### src/rtl/rf_mp.sv
// rf_mp: NR-read/NW-write register file with bypass, optional zero R0 and busy scoreboard (in: wd/waddr/write, ra/read, resv/resv_addr; out: q, qbusy, busy)
module rf_mp #(
  parameter int M = 3,
  parameter int N = 8,
  parameter int NR = 2,
  parameter int NW = 2,
  parameter int BYPASS = 1,
  parameter int ZERO_R0 = 0
) (
  input  logic             clk,
  input  logic             rst,
  input  logic [NW*N-1:0]  wd,
  input  logic [NW*M-1:0]  waddr,
  input  logic [NW-1:0]    write,
  input  logic [NR*M-1:0]  ra,
  input  logic [NR-1:0]    read,
  output logic [NR*N-1:0]  q,
  output logic [NR-1:0]    qbusy,
  input  logic             resv,
  input  logic [M-1:0]     resv_addr,
  output logic [2**M-1:0]  busy
);
  localparam int D = 2**M;
  logic [N-1:0] mem_q [D];
  logic [N-1:0] mem_d [D];
  logic [D-1:0] hit, busy_q, busy_d;
  logic [NR*N-1:0] q_q, q_d;
  logic [NR-1:0] qbusy_q, qbusy_d;
  always_comb begin
    for (int k = 0; k < D; k++) mem_d[k] = mem_q[k];
    hit = '0;
    for (int j = 0; j < NW; j++)
      if (write[j] && !(ZERO_R0 != 0 && waddr[j*M +: M] == '0)) begin
        mem_d[waddr[j*M +: M]] = wd[j*N +: N];
        hit[waddr[j*M +: M]] = 1'b1;
      end
    for (int k = 0; k < D; k++) busy_d[k] = (resv && resv_addr == M'(k)) || (busy_q[k] && !hit[k]);
    if (ZERO_R0 != 0) busy_d[0] = 1'b0;
  end
  always_comb begin
    q_d = '0;
    qbusy_d = '0;
    for (int i = 0; i < NR; i++)
      if (read[i] && !(ZERO_R0 != 0 && ra[i*M +: M] == '0)) begin
        q_d[i*N +: N] = BYPASS != 0 ? mem_d[ra[i*M +: M]] : mem_q[ra[i*M +: M]];
        qbusy_d[i] = BYPASS != 0 ? busy_d[ra[i*M +: M]] : busy_q[ra[i*M +: M]];
      end
  end
  always_ff @(posedge clk)
    if (rst) begin
      for (int k = 0; k < D; k++) mem_q[k] <= '0;
      busy_q <= '0;
      q_q <= '0;
      qbusy_q <= '0;
    end else begin
      for (int k = 0; k < D; k++) mem_q[k] <= mem_d[k];
      busy_q <= busy_d;
      q_q <= q_d;
      qbusy_q <= qbusy_d;
    end
  assign q = q_q;
  assign qbusy = qbusy_q;
  assign busy = busy_q;
endmodule
### config.mk
export PLATFORM = sky130hd
export DESIGN_NAME = rf_mp
export DESIGN_NICKNAME = d
export VERILOG_FILES = /design/src/rtl/rf_mp.sv
export SDC_FILE = /design/constraint.sdc
export NUM_CORES = 1
export LEC_CHECK = 0
export BUFFER_PORTS_ARGS = -buffer_cell sky130_fd_sc_hd__buf_2
export CAP_MARGIN = 30
export CORE_ASPECT_RATIO = 1.75
export CORE_MARGIN = 2
export CORE_UTILIZATION = 46
export CTS_BUF_LIST = sky130_fd_sc_hd__clkbuf_8 sky130_fd_sc_hd__clkbuf_16
export DETAILED_ROUTE_END_ITERATION = 8
export PLACE_DENSITY_LB_ADDON = 0.25
export SLEW_MARGIN = 5
export SYNTH_ARGS = -nofsm -noshare
export SYNTH_HDL_FRONTEND = slang
export SYNTH_SLANG_ARGS = --single-unit
export TNS_END_PERCENT = 30
### constraint.sdc
create_clock -name clk -period 2.45 [get_ports clk]
set_input_delay 0.49 -clock clk [delete_from_list [all_inputs] [get_ports clk]]
set_output_delay 0.49 -clock clk [all_outputs]
set_load 0.01 [all_outputs]
==> results by group <==
Yosys
  – Yosys warning count: 0
  – Post-Synth Adder-Cell Area: 0%
  – Synthesized Nets: between 700 and 800
  – Mux contribution to synthesized area: 14.64%
  – Most used DFF post-synth: dfxtp_1
  – Xor/xnor share of the synthesized area: 0.4671%
  – Distinct cells, synth: between 60 and 70
  – Post-synth ARST share: 0%
  – Number of flops mapped to enable cells by yosys: 0
  – Post-Syn Area: roughly 0.0056 mm^2
  – Syn avg cell area: between 8 and 9 um^2
  – FF+latch count, synth: 90
  – Register area share after synthesis: approximately 32%
  – Post-Synth Simple-Gate Area: between 20% and 30%
  – Largest family of logic cells by synthesized area: simple AND/OR/NAND/NOR gates
  – Post-Synthesis Cells: around 700
  – Synth Area in Compound Gates: around a fifth

Final layout
  – Most common cell after layout, fill and taps aside: nor2_1
  – Area Growth Syn to Fin: 17.48%
  – Nets: 791
  – Fill cells: 1138
  – # diodes: 0
  – Share of layout cells above drive strength 1: between 20 and 25%
  – Most frequent cells in the layout: 103 x nor2_1, 90 x dfxtp_1, 63 x buf_2

Place
  – I/O Buffers: 63
  – Setup slack at placement: around 0.064 ns
  – Gpl congestion: about 1
  – DP Wirelength: ~16000 um

Detailed routing
  – DRC Markers: 0
  – Vias: just under 6000
  – Vias per inst: around 6.3
  – Count of TritonRoute iterations in the first routing pass: 7
  – Remaining antenna violation count: 0
  – DR WL/cell: around 24 um
  – Post-Route WL: about 22000 um
  – DR iter-0 viols: around 470

CTS
  – Sink Count: 90
  – H-Tree Level Count: 3
  – Post CTS Setup Buffer Count: 0
  – Hold Buf Count CTS: 0
  – Worst-path clk slew: about 0.060 ns
  – CTS tree: yes
  – Clock root cell: clkbuf_16
  – PostCTS Resize Cnt: 0
  – CTS Buffer Depth: 2
  – CTS Buf Count: 9
  – Worst skew pair latency: between 0.3 and 0.4 ns

Floorplan
  – Initial Utilization: a little under half
  – Die Y: between 150 and 200 um
  – I/O pin count: between 60 and 70
  – Die W: between 80 and 90 um
  – Die area: ~0.013 mm^2
  – FP Rows: 53
  – Core area: between 0.01 and 0.015 mm^2

STA
  – PnR worst setup slack: 0.3814 ns
  – Max-slew headroom: between 50% and 60%
  – Final hold viol count: 0
  – Highest Clock Rate: just under 500 MHz
  – Final setup TNS: 0 ns
  – Period utilization: 84.43%
  – Tmin final: ~2.1 ns
  – Setup violators final: 0
  – Fin. max-slew vios: 0
  – Worst-margin pin slew: a little under 0.7 ns
  – Setup Skew: approximately 0.0079 ns
  – RSZ-0062 raised after global routing: no

Min path
  – Worst hold path type: in -> reg

Global routing
  – Initial antenna violation count: 0
  – Number of global-route vias before repair: roughly 5700
  – GRT Util Overall: between 30 and 40%
  – Grt ovf: 0
  – Largest net degree at the start of global routing: 43
  – First-pass GRT wire length: ~33000 um

Worst setup path
  – Crit path kind: in -> reg
  – Critical Path AT: approximately 2.3 ns
  – Worst Path Max Fanout: 15
  – CP endpoint: q[9]
  – Worst r2r dst: q[4]
  – Launch point of the worst path: waddr[3]
  – Worst EP required: approximately 2.7 ns
  – Flop2flop setup slack: roughly 0.98 ns
  – Critical path capture point type: flop
  – Cells on worst reg2reg path: 6
  – CP Launch Type: input port
  – Worst R2R Start: mem_q[1][4]

Power and ir drop
  – Logic pwr share: approximately 20%
  – Reg power frac: 41.1%
  – P_int: 2.703 mW
  – Clock power share: around two fifths
  – Cell area power density: 572.3 mW/mm^2
  – Sw Pwr: between 1 and 1.5 mW
  – Leak: between 2 and 3 nW
  – Switch share: approximately 29%
  – Peak VDD IR: a little under 400 uV

Status
  – Status: completed

Flow run
  – MaxCap Viol Count: 0
## cell families (layout without fill, tap and decap cells)
| family | count (synthesis) | after routing |
|---|---|---|
| AO/OA/AOI/OAI | 175 | 175 |
| XOR/XNOR | 3 | 3 |
| buffers and inverters | 77 | 132 |
| flip-flops | 90 | 90 |
| multiplexers | 78 | 78 |
| AND/OR/NAND/NOR | 280 | 280 |
## worst min path at each step
stage | from | to | slack, ns | depth (start not counted)
2_1_floorplan | mem_q[0][2] | mem_q[0][2] | 0.55 | 4
3_3_place_gp | busy[2] | busy[2] | 0.55 | 2
3_5_place_dp | busy[0] | busy[0] | 0.56 | 2
4_1_cts | rst | mem_q[1][0] | 0.48 | 2
5_1_grt | rst | mem_q[1][0] | 0.49 | 2
6_report | rst | mem_q[1][0] | 0.49 | 2
## state kept, by name, summed over array words and instances, names as in the netlist
signal / count
mem_q: 64
q: 16
busy: 8
qbusy: 2
## metal layers
| layer | vias to the layer above | wire (um) | track usage [%] |
|---|---|---|---|
| li1 | 2643 | - | - |
| met1 | 2756 | 7444 | 36.57 |
| met2 | 338 | 10710 | 56.21 |
| met3 | 110 | 1527 | 5.592 |
| met4 | 0 | 2092 | 29.38 |
| met5 | - | 0 | 0 |
## metrics by stage
step | instance area (um^2) | total power, mW | util, % | cells | hold WS [ns]
detailed placement | 6297 | 2.318 | 52.47 | 907 | 0.5574
global route | 6609 | 3.907 | 55.06 | 923 | 0.4898
floorplan | 5625 | 2.051 | - | 703 | 0.5542
finish | 6609 | 3.782 | 55.06 | 923 | 0.4873
global placement | 6297 | 2.305 | 52.47 | 907 | 0.5521
CTS | 6609 | 3.785 | 55.06 | 923 | 0.4754
## worst max-delay path: stages
cell and delay (ns):
buf_2 0.13, or4b_1 0.54, buf_4 0.21, and3_1 0.20
o21bai_1 0.23, o221ai_1 0.16, nor4b_1 0.34
## power groups by stage
stage / clock, mW / sequential (mW) / combinational [mW]
after global placement: 0 / 1.58 / 0.721
after detailed placement: 0 / 1.59 / 0.731
after global routing: 1.55 / 1.56 / 0.800
final: 1.48 / 1.55 / 0.751
after CTS: 1.50 / 1.55 / 0.736
after floorplan: 0 / 1.59 / 0.462
## cells in the mapped netlist, drive strengths merged (3+ instances only)
cell / number / area [um^2]
nor2: 103 / 386.6
dfxtp: 90 / 1802
mux2i: 57 / 583.1
nand2: 55 / 206.5
a21oi: 51 / 255.2
clkbuf: 35 / 131.4
buf: 34 / 193.9
nor2b: 29 / 181.4
a211oi: 25 / 187.7
nor3: 23 / 115.1
o21ai: 22 / 110.1
mux2: 21 / 240.2
nand2b: 11 / 68.82
nand3: 10 / 50.05
and3: 8 / 50.05
inv: 8 / 30.03
and2: 7 / 43.80
o221ai: 7 / 61.31
a31oi: 6 / 37.54
a32oi: 6 / 52.55
nand4b: 6 / 58.80
o21bai: 6 / 45.04
a2111oi: 5 / 51.30
a221oi: 5 / 50.04
o211a: 5 / 50.05
o22ai: 5 / 31.28
nand3b: 4 / 30.03
nor4b: 4 / 50.05
o211ai: 4 / 30.03
o31ai: 4 / 30.03
a22o: 3 / 26.28
a22oi: 3 / 22.52
and4bb: 3 / 37.54
nand4bb: 3 / 33.78
nor4: 3 / 18.77
or2: 3 / 18.77
## final cells by class
type,count,area [um^2],share of cell area (%)
Timing Repair Buffer,108,790.8,11.97
Multi-Input combinational cell,536,3468,52.48
Clock buffer,9,225.2,3.408
Inverter,8,30.03,0.4544
Tap cell,165,206.4,3.124
Clock inverter,7,86.33,1.306
Sequential cell,90,1802,27.26
Power figures use the tool's default switching activity.
